$ cat config.mk
export PLATFORM = sky130hd
export DESIGN_NAME = mem_arbiter_flat
export DESIGN_NICKNAME = d
export VERILOG_FILES = /design/src/rtl/mem_arb_pkg.sv /design/src/rtl/mem_arbiter_if.sv /design/src/rtl/mem_arbiter_rr_pick.sv /design/src/rtl/mem_arbiter.sv /design/src/flat_wrapper.sv
export SDC_FILE = /design/constraint.sdc
export NUM_CORES = 1
export LEC_CHECK = 0
export CORE_ASPECT_RATIO = 0.7
export CORE_MARGIN = 4
export CORE_UTILIZATION = 24
export CTS_BUF_LIST = sky130_fd_sc_hd__clkbuf_2
export DETAILED_ROUTE_END_ITERATION = 16
export PLACE_DENSITY = 0.83
export REMOVE_ABC_BUFFERS = 1
export SETUP_SLACK_MARGIN = 0.15
export SYNTH_ARGS = -nofsm -noshare
export SYNTH_HDL_FRONTEND = slang
export SYNTH_HIERARCHICAL = 1
export SYNTH_SLANG_ARGS = --single-unit
$ cat constraint.sdc
create_clock -name clk -period 1.67 [get_ports clk]
set_input_delay 0.2505 -clock clk [delete_from_list [all_inputs] [get_ports clk]]
set_output_delay 0.2505 -clock clk [all_outputs]
set_load 0.01 [all_outputs]
$ cat src/rtl/mem_arb_pkg.sv
// Shared types for the image-memory arbiter: bus word types, FSM state,
// and the burst counter width.
package mem_arb_pkg;
  typedef logic [15:0] halfword_t;
  typedef logic [31:0] word_t;

  typedef enum logic {IDLE, BUSY} arb_state_t;

  localparam int BCNT_W = 8;
endpackage

$ cat src/rtl/mem_arbiter_if.sv
// Requester-side and memory-side bus of the arbiter. The arbiter takes the
// slave modport; the requesters plus the memory sit on the master side.
interface mem_arbiter_if #(parameter int N_REQ = 2);
  import mem_arb_pkg::*;

  logic      [N_REQ-1:0] req;
  logic      [N_REQ-1:0] lock;
  halfword_t [N_REQ-1:0] r_addr;
  logic      [N_REQ-1:0] r_we;
  word_t     [N_REQ-1:0] r_dataW;
  logic      [N_REQ-1:0] gnt;
  logic      [N_REQ-1:0] rvalid;
  word_t                 dataR;

  logic                  mem_en;
  logic                  mem_we;
  halfword_t             mem_addr;
  word_t                 mem_dataW;
  word_t                 mem_dataR;

  modport slave (
    input  req, lock, r_addr, r_we, r_dataW, mem_dataR,
    output gnt, rvalid, dataR, mem_en, mem_we, mem_addr, mem_dataW
  );

  modport master (
    output req, lock, r_addr, r_we, r_dataW, mem_dataR,
    input  gnt, rvalid, dataR, mem_en, mem_we, mem_addr, mem_dataW
  );
endinterface

$ cat src/rtl/mem_arbiter_rr_pick.sv
// Combinational round-robin picker: first eligible requester scanning from
// last+1 with wrap; one requester can optionally be excluded.
module rr_pick #(
  parameter  int N_REQ = 2,
  localparam int IDX_W = $clog2(N_REQ)
) (
  input  logic [N_REQ-1:0] req,
  input  logic [IDX_W-1:0] last,
  input  logic             excl_en,
  input  logic [IDX_W-1:0] excl_idx,
  output logic             found,
  output logic [IDX_W-1:0] idx
);
  logic [N_REQ-1:0] elig;
  logic [IDX_W-1:0] cand;

  for (genvar i = 0; i < N_REQ; i++) begin : g_elig
    assign elig[i] = req[i] & ~(excl_en && (excl_idx == IDX_W'(i)));
  end

  always_comb begin
    found = 1'b0;
    idx   = '0;
    cand  = '0;
    for (int k = 1; k <= N_REQ; k++) begin
      cand = IDX_W'((int'(last) + k) % N_REQ);
      if (!found && elig[cand]) begin
        found = 1'b1;
        idx   = cand;
      end
    end
  end
endmodule

$ cat src/rtl/mem_arbiter.sv
// Round-robin arbiter sharing one single-port memory between N_REQ
// requesters, with per-ownership burst limit and lock override.
module mem_arbiter
  import mem_arb_pkg::*;
#(
  parameter int N_REQ     = 2,
  parameter int MAX_BURST = 16
) (
  input  logic          clk,
  input  logic          reset,
  mem_arbiter_if.slave  bus
);
  localparam int               IDX_W      = $clog2(N_REQ);
  localparam logic [BCNT_W-1:0] BURST_LAST = BCNT_W'(MAX_BURST - 1);

  arb_state_t        state, state_nxt;
  logic [IDX_W-1:0]  owner, owner_nxt;
  logic [IDX_W-1:0]  last, last_nxt;
  logic [BCNT_W-1:0] burst_cnt, burst_nxt;
  logic              rd_pend;
  logic [IDX_W-1:0]  rd_id;

  logic              busy, owner_req, issue, rel;
  logic [IDX_W-1:0]  pick_last, pick_idx;
  logic              pick_found;

  assign busy      = (state == BUSY);
  assign owner_req = bus.req[owner];
  assign issue     = busy && owner_req;
  // In BUSY the picker scans from owner+1 and skips the owner, so its result
  // is both "someone else waits" and the handover winner with last = owner.
  assign pick_last = busy ? owner : last;

  rr_pick #(.N_REQ(N_REQ)) u_pick (
    .req      (bus.req),
    .last     (pick_last),
    .excl_en  (busy),
    .excl_idx (owner),
    .found    (pick_found),
    .idx      (pick_idx)
  );

  assign rel = busy && (!owner_req ||
               (issue && (burst_cnt == BURST_LAST) && !bus.lock[owner] && pick_found));

  always_ff @(posedge clk or negedge reset) begin
    if (!reset) begin
      state     <= IDLE;
      owner     <= '0;
      last      <= IDX_W'(N_REQ - 1);
      burst_cnt <= '0;
      rd_pend   <= 1'b0;
      rd_id     <= '0;
    end else begin
      state     <= state_nxt;
      owner     <= owner_nxt;
      last      <= last_nxt;
      burst_cnt <= burst_nxt;
      rd_pend   <= issue && !bus.r_we[owner];
      rd_id     <= owner;
    end
  end

  always_comb begin
    state_nxt = state;
    owner_nxt = owner;
    last_nxt  = last;
    burst_nxt = burst_cnt;
    unique case (state)
      IDLE: begin
        if (pick_found) begin
          state_nxt = BUSY;
          owner_nxt = pick_idx;
          burst_nxt = '0;
        end
      end
      BUSY: begin
        // Saturate one short of the limit so a later lock drop still hands over.
        if (issue && (burst_cnt != BURST_LAST))
          burst_nxt = burst_cnt + 1'b1;
        if (rel) begin
          last_nxt = owner;
          if (pick_found) begin
            owner_nxt = pick_idx;
            burst_nxt = '0;
          end else begin
            state_nxt = IDLE;
          end
        end
      end
      default: state_nxt = IDLE;
    endcase
  end

  always_comb begin
    bus.gnt       = '0;
    bus.rvalid    = '0;
    bus.mem_en    = issue;
    bus.mem_we    = 1'b0;
    bus.mem_addr  = '0;
    bus.mem_dataW = '0;
    bus.dataR     = bus.mem_dataR;
    if (busy)
      bus.gnt[owner] = owner_req;
    if (issue) begin
      bus.mem_we    = bus.r_we[owner];
      bus.mem_addr  = bus.r_addr[owner];
      bus.mem_dataW = bus.r_dataW[owner];
    end
    if (rd_pend)
      bus.rvalid[rd_id] = 1'b1;
  end
endmodule

$ cat src/flat_wrapper.sv
// flat-port wrapper written by rule: the top's interface ports become plain ports
module mem_arbiter_flat import mem_arb_pkg::*;
#(
  parameter int N_REQ     = 2,
  parameter int MAX_BURST = 16
)
  (clk, reset, bus_req, bus_lock, bus_r_addr, bus_r_we, bus_r_dataW, bus_mem_dataR, bus_gnt, bus_rvalid, bus_dataR, bus_mem_en, bus_mem_we, bus_mem_addr, bus_mem_dataW);
  mem_arbiter_if #(.N_REQ(N_REQ)) bus_i ();
  input  logic clk;
  input  logic reset;
  input wire logic [$bits(bus_i.req)-1:0] bus_req;
  input wire logic [$bits(bus_i.lock)-1:0] bus_lock;
  input wire logic [$bits(bus_i.r_addr)-1:0] bus_r_addr;
  input wire logic [$bits(bus_i.r_we)-1:0] bus_r_we;
  input wire logic [$bits(bus_i.r_dataW)-1:0] bus_r_dataW;
  input wire logic [$bits(bus_i.mem_dataR)-1:0] bus_mem_dataR;
  output wire logic [$bits(bus_i.gnt)-1:0] bus_gnt;
  output wire logic [$bits(bus_i.rvalid)-1:0] bus_rvalid;
  output wire logic [$bits(bus_i.dataR)-1:0] bus_dataR;
  output wire logic [$bits(bus_i.mem_en)-1:0] bus_mem_en;
  output wire logic [$bits(bus_i.mem_we)-1:0] bus_mem_we;
  output wire logic [$bits(bus_i.mem_addr)-1:0] bus_mem_addr;
  output wire logic [$bits(bus_i.mem_dataW)-1:0] bus_mem_dataW;
  assign bus_i.req = bus_req;
  assign bus_i.lock = bus_lock;
  assign bus_i.r_addr = bus_r_addr;
  assign bus_i.r_we = bus_r_we;
  assign bus_i.r_dataW = bus_r_dataW;
  assign bus_i.mem_dataR = bus_mem_dataR;
  assign bus_gnt = bus_i.gnt;
  assign bus_rvalid = bus_i.rvalid;
  assign bus_dataR = bus_i.dataR;
  assign bus_mem_en = bus_i.mem_en;
  assign bus_mem_we = bus_i.mem_we;
  assign bus_mem_addr = bus_i.mem_addr;
  assign bus_mem_dataW = bus_i.mem_dataW;
  mem_arbiter #(.N_REQ(N_REQ), .MAX_BURST(MAX_BURST)) u_core (.clk(clk), .reset(reset), .bus(bus_i));
endmodule
=== Word-level counts from Yosys, hierarchy flattened ===
Index checks and enable logic that the tools add are counted.

* Add/subtract/negate cells: 3
* $lt $le $gt $ge: 6
* Eq/ne operators: 4
* Multiplexer cells: 39
* Bitwise gates (word level): 7
* Reduce and logical (&&, ||, !) cells: 18

{| class="wikitable"
|+ Operators with widths
! cell !! count
|-
| two-way mux 32 bit || 3
|-
| two-way mux 16 bit || 3
|-
| two-way mux 8 bit || 4
|-
| two-way mux 1 bit || 22
|-
| case mux 8 bit (2 select lines) || 1
|-
| logical AND 1 bit || 12
|-
| adder 8 x 1 -> 8 bit, second input constant || 1
|-
| == test 8 x 4 -> 1 bit, second input constant || 1
|-
| less-than comparator 1 x 2 -> 1 bit, second input constant || 4
|-
| inequality test 8 x 4 -> 1 bit, second input constant || 1
|-
| zero test 1 bit || 4
|-
| two-way mux 2 bit || 2
|-
| NOT 1 bit || 4
|-
| case mux 1 bit (2 select lines) || 2
|-
| adder 1 bit, second input constant || 2
|-
| bitwise AND 1 bit || 2
|-
| bitwise AND 2 bit || 1
|-
| demux 1 bit (select 1 bit) || 2
|-
| greater-or-equal comparator 1 bit, second input constant || 2
|-
| inequality test 2 x 1 -> 1 bit, second input constant || 1
|-
| inequality test 2 bit, second input constant || 1
|-
| AND reduction 2 bit || 1
|-
| logical OR 1 bit || 1
|}

* Register bits after elaboration: 13
* Output and inout port bits: 86
* Logic and storage cells: 83

=== Longest topological paths before layout ===
* Word-level depth: 15
* Gate-level depth with buffers: 6
* Gate-level depth less buffers: 6

=== By module ===
The synthesis kept the hierarchy.

{| class="wikitable"
|+ By module, submodules not included
! module !! times used !! cells an instance !! area an instance (um^2) !! sequential area each (um^2)
|-
| mem_arbiter || 1 || 215 || 1,705.4 || 326.6
|-
| rr_pick || 1 || 8 || 45.0 || 0.0
|}

=== Least setup slack after synthesis ===
OpenSTA, ideal clock, no wires.

* Path kind: reg2reg
* Start: register u_core.owner
* End: register u_core.owner
* Data arrival time: 1.582 ns
* Required time: 1.542 ns
* Path slack: -0.039 ns
* Cell stages (with the launch flop): 6
* Buffers on the path: 1
* Clock period less this slack: 1.709 ns
* Cell sequence: dfrtp_1 buf_2 mux2i_1 nand3_1 a21boi_4 mux2_1

* Longest elaborated chain between the ends: 14
* Elaborated cells on any way between the ends: 36

{| class="wikitable"
|+ Ends and longest elaborated chain
! item !! RTL line !! RTL
|-
| start, declared || mem_arbiter.sv:17 || <nowiki>logic [IDX_W-1:0] owner, owner_nxt;</nowiki>
|-
| start signal, assigned || mem_arbiter.sv:56 || <nowiki>owner <= owner_nxt;</nowiki>
|-
| branches (longest 14 deep; another with adder 1 bit) || - ||
|}

Parallel ways; which one is timed is not known. The select of a mux whose other input is x is not followed.
A chain may end at the register's enable or synchronous reset.

=== Worst setup path after layout ===
* Start: register u_core.owner
* End: output port bus_mem_addr[2]

* Longest elaborated chain between the ends: 4
* Elaborated cells on any way between the ends: 6

{| class="wikitable"
|+ Ends and longest elaborated chain
! item !! RTL line !! RTL
|-
| two-way mux 1 bit (implied by the code) (2 in a row) || mem_arbiter.sv:28 || <nowiki>assign owner_req = bus.req[owner];</nowiki>
|-
| logical AND 1 bit || mem_arbiter.sv:29 || <nowiki>assign issue = busy && owner_req;</nowiki>
|-
| two-way mux 16 bit * || mem_arbiter.sv:105 || <nowiki>if (issue) begin</nowiki>
|-
| end, declared || flat_wrapper.sv:22 || <nowiki>output wire logic [$bits(bus_i.mem_addr)-1:0] bus_mem_addr;</nowiki>
|}

Every way passes the cells marked *; elsewhere a longest branch is shown, timed or not. The select of a mux whose other input is x is not followed.

==> results.md <==
- The run finished, with violations left.
- The final reports fail on setup timing.
- The die covers 8750 um2.
- TritonCTS built the clock tree.
- The top cell family by delay on the critical path is buffers and inverters.
- The die is 110 um wide.
- Power spread over the standard cell area amounts to 1300 nW/um2.
- Summing all multi-input logic gate instances after layout gives 1540 um2.
- Across all layers, the routed design uses 2347 vias.
- The number of flops mapped to enable cells by yosys is 0.
- The max-capacitance violation count is 0.
- The initial utilization of the core area, before any placement, comes to 0.253.
- The first-pass iteration count of the detailed router is 6.
- The overflow left after global routing is 0.
- Data on the critical path is required at its endpoint by 1420 ps.
- The weighted congestion at the end of routability-driven global placement is 0.840.
- The number of diodes added for antenna fixing is 0.
- The complex-gate fraction of the synthesized area came to 0.0936.
- Buffers placed on the I/O ports in this run total 157.
- For this run, asynchronously set or reset flops after synthesis account for 1.00.
- The startpoint type of the worst setup path is a flip-flop.
- The post-route clock period utilization is 1.14.
- The core region area is 6910 um2.
- The number of sinks handled by clock tree synthesis is 13.
- After detailed placement, the design holds a cell count of 457.
- The number of synthesis warnings is 6.
- The count of unresolved DRC violations after routing is 0.
- In the synthesized netlist, the cells that appear most often are 51 x nor2_1, 50 x mux2i_1, 32 x buf_4.
- The post-synthesis instance area is 1750 um2.
- Summing all flip-flop and latch instances after layout gives 329 um2.
- The tightest min-delay check is of the in -> async type.
- Relative to the synthesized area, the layout overhead comes to 139%.
- No sink is reached through more buffers than the 2 on the longest clock path.
- The largest voltage drop on the vdd net is 0.000586 V.
- The worst flop-to-flop path endpoint is u_core/owner.
- STA classifies the critical path endpoint as an output pin.
- During I/O placement, the number of pins put on the boundary was 222.
- The setup TNS is -10470 ps.
- The number of antenna violations at the first check in global routing was 0.
- The library cell used as clock root buffer is clkbuf_2.
- The critical path crosses 6 cells after its start point.
- Counting every instance in the synthesized netlist gives 223.
- The average instance area after synthesis is 7.85 um2.
- Setup repair after global routing could not meet its margin everywhere.
- Among all flip-flop cells after synthesis, the most frequent one is dfrtp_1.
- Counting cells, the worst reg-to-reg path comes to 8.
- The number of buffers and inverters on the critical path is 4.
- The clock-pin slew of the registers on the worst-case setup and hold paths is 140 ps.
- Walking the worst path, the cells encountered are buf_4 -> buf_12 -> buf_12 -> mux2i_2 -> nor2_4 -> buf_6.
- For this run, the register share of the synthesized area comes to 0.187.
- The first global-routing pass estimated 12700 um of wire.
- Yosys attributes the largest share of cell area to mux2i_1 29%, dfrtp_1 17%, buf_4 14%.
- The all-layer global routing usage is 0.189.
- The worst endpoint data arrival time is 1650 ps.
- The total detailed-routing wirelength is 9980 um.
- For the worst-skew pair, the clock arrives at the later sink with an insertion delay of 280 ps.
- The slew at the pin with the worst max-slew slack is 331 ps.
- The post-synthesis share of cell area spent on xor and xnor gates is 0.0100.
- For this design, the slowest cell found on the critical path is dfrtp_2.
- Of the total synthesized cell area, the portion taken by AND, OR, NAND and NOR gates is 0.213.
- Across the routed clock network, the largest skew measured is 9.53 ps.
- The setup check on the worst reg-to-reg path leaves a slack of -210 ps.
- The critical path in this run is classified as reg -> out.
- The count of nets after finishing is 529.
- After detailed routing, the number of vias per cell comes to 4.84.
- Setup violations remaining at the end of the flow were counted as 62.
- The startpoint identified for the worst register-to-register timing path is u_core/owner.
- The leakage power is 0.00178 uW.
- The number of DRC violations after detailed-routing iteration 0 is 89.
- By area, the combinational part of the netlist is dominated by multiplexers.
- Counting distinct cell types in the post-synthesis netlist gives 42.
- Measured against its own limit, the worst slew margin works out to 0.773.
- In this run the number of H-tree levels came out at 1.
- The number of synthesized register bits is 13.
- Of the post-synthesis cell area, the part taken by muxes is 0.301.
- The number of buffers created by CTS is 3.
- Measured on the finished design, the core utilization comes to 0.606.
- The most frequently used cell type in the post-synthesis netlist is nor2_1.
- Along the worst path, the maximum fanout reaches 10.
- For this run, the number of standard cells in the final layout without fillers is 485.
- The count of endpoints failing hold in the final timing report came to 0.
- After filler insertion, the fill cell instance count of the layout stands at 556.
- The wire length per cell after detailed routing is 20.6 um.
- The fraction of synthesized cell area taken by the top area cell type is 0.286.
- Row generation in the floorplan step produced 25 rows.
- The final max-slew violation count is 0.
- The highest achievable clock rate is 0.526 GHz.
- After legalization and detailed placement, the total HPWL measured 6790 um.
- The largest single stage delay on the critical path is 460 ps.
- Measured along the y axis, the die boundary spans 79.5 um.
- The count of nets left with antenna violations once routing finished came out at 0.
- The pin count of the biggest net entering global routing is 15.
- The layout cell share with drive strength beyond 1 is 0.476.
- The minimum clock period after layout is 1900 ps.
- The most critical setup path has its startpoint at u_core/owner.
- Of the total synthesized cell area, the portion taken by full adders, half adders and majority gates is 0.00715.
- The worst-case setup margin in the final layout is -230 ps.
- The via count of the first global-routing pass is 2429.
- The cell type with the highest aggregate area in the netlist is mux2i_1.
- The most numerous cell type found on the critical path is buf_12.
- The hold buffer count at cts is 0.
-- worst register-to-register path: stages, from the launching register on --
cell	delay, ps
dfrtp_2	460
mux2_4	340
nand2_8	100
buf_12	140
buf_8	140
inv_4	40
buf_6	110
a21boi_4	140
mux2_4	320
-- registers in the layout, indices dropped and copies added (netlist names) --
signal and flops:
u_core/rd_pend 1, u_core/last 1, u_core/rd_id 1, u_core/busy 1
u_core/owner 1, u_core/burst_cnt 8
-- power breakdown --
group	switching (uW)	internal, uW	total, uW
Combinational	2100	2710	4810
Clock	111	54.2	165
Sequential	60.9	404	465
Total	2270	3170	5440
-- stage by stage --
stage	total power [uW]	setup WS, ps	instance area, um2	hold slack (ps)
2_1_floorplan	1940	-1990	1450	-45.1
3_3_place_gp	3410	-420	3380	495
3_5_place_dp	3490	-490	3380	501
4_1_cts	4310	-211	3620	270
5_1_grt	5720	-288	4190	255
6_report	5440	-230	4190	283
-- metal layers --
layer | routed length [um] | vias to the layer above | global-route usage
met2 | 4870 | 148 | 0.328
met4 | 30 | 0 | 0.0299
met1 | 3840 | 1128 | 0.210
met3 | 1250 | 2 | 0.0946
met5 | 0 | - | 0.00649
li1 | - | 1069 | -
-- placed cells by master (no fill, tap or decap), types with 5 or more instances in the layout --
| cell type | count |
|---|---|
| a21oi_2 | 6 |
| buf_12 | 8 |
| buf_2 | 29 |
| buf_4 | 25 |
| buf_6 | 31 |
| clkbuf_16 | 5 |
| clkdlybuf4s50_1 | 103 |
| dfrtp_1 | 10 |
| inv_1 | 7 |
| mux2i_1 | 30 |
| mux2i_2 | 8 |
| mux2i_4 | 12 |
| nand3_1 | 5 |
| nor2_1 | 18 |
| nor2_2 | 11 |
| nor2_4 | 22 |
-- cell type report --
| type | count | share of cell area |
|---|---|---|
| inverters | 8 | 0.00777 |
| repair buffers | 209 | 0.514 |
| well taps | 94 | 0.0281 |
| flip-flops and latches | 13 | 0.0786 |
| clock inverters | 1 | 0.00119 |
| clock buffers | 3 | 0.00358 |
| multi-input cells | 157 | 0.367 |
-- timing repair --
item	CTS	global route
gates cloned	4	5
resized for setup	270	93
buffers inserted	13	2
setup endpoints to repair	63	64
pin swaps	17	11
-- worst max-delay path by stage --
stage / end / slack (ps)
global route: bus_mem_addr[1] / -290
finish: bus_mem_addr[2] / -230
CTS: bus_mem_dataW[17] / -210
floorplan: u_core/owner / -1990
global placement: bus_mem_dataW[13] / -420
detailed placement: bus_mem_dataW[17] / -490
-- kinds of logic after synthesis --
kind of cell	Yosys count
compound gates	22
buf+inv	53
fa+ha+maj	1
simple gates	80
flops	13
mux	52
xor+xnor	2
(Power assumes the default switching activity.)
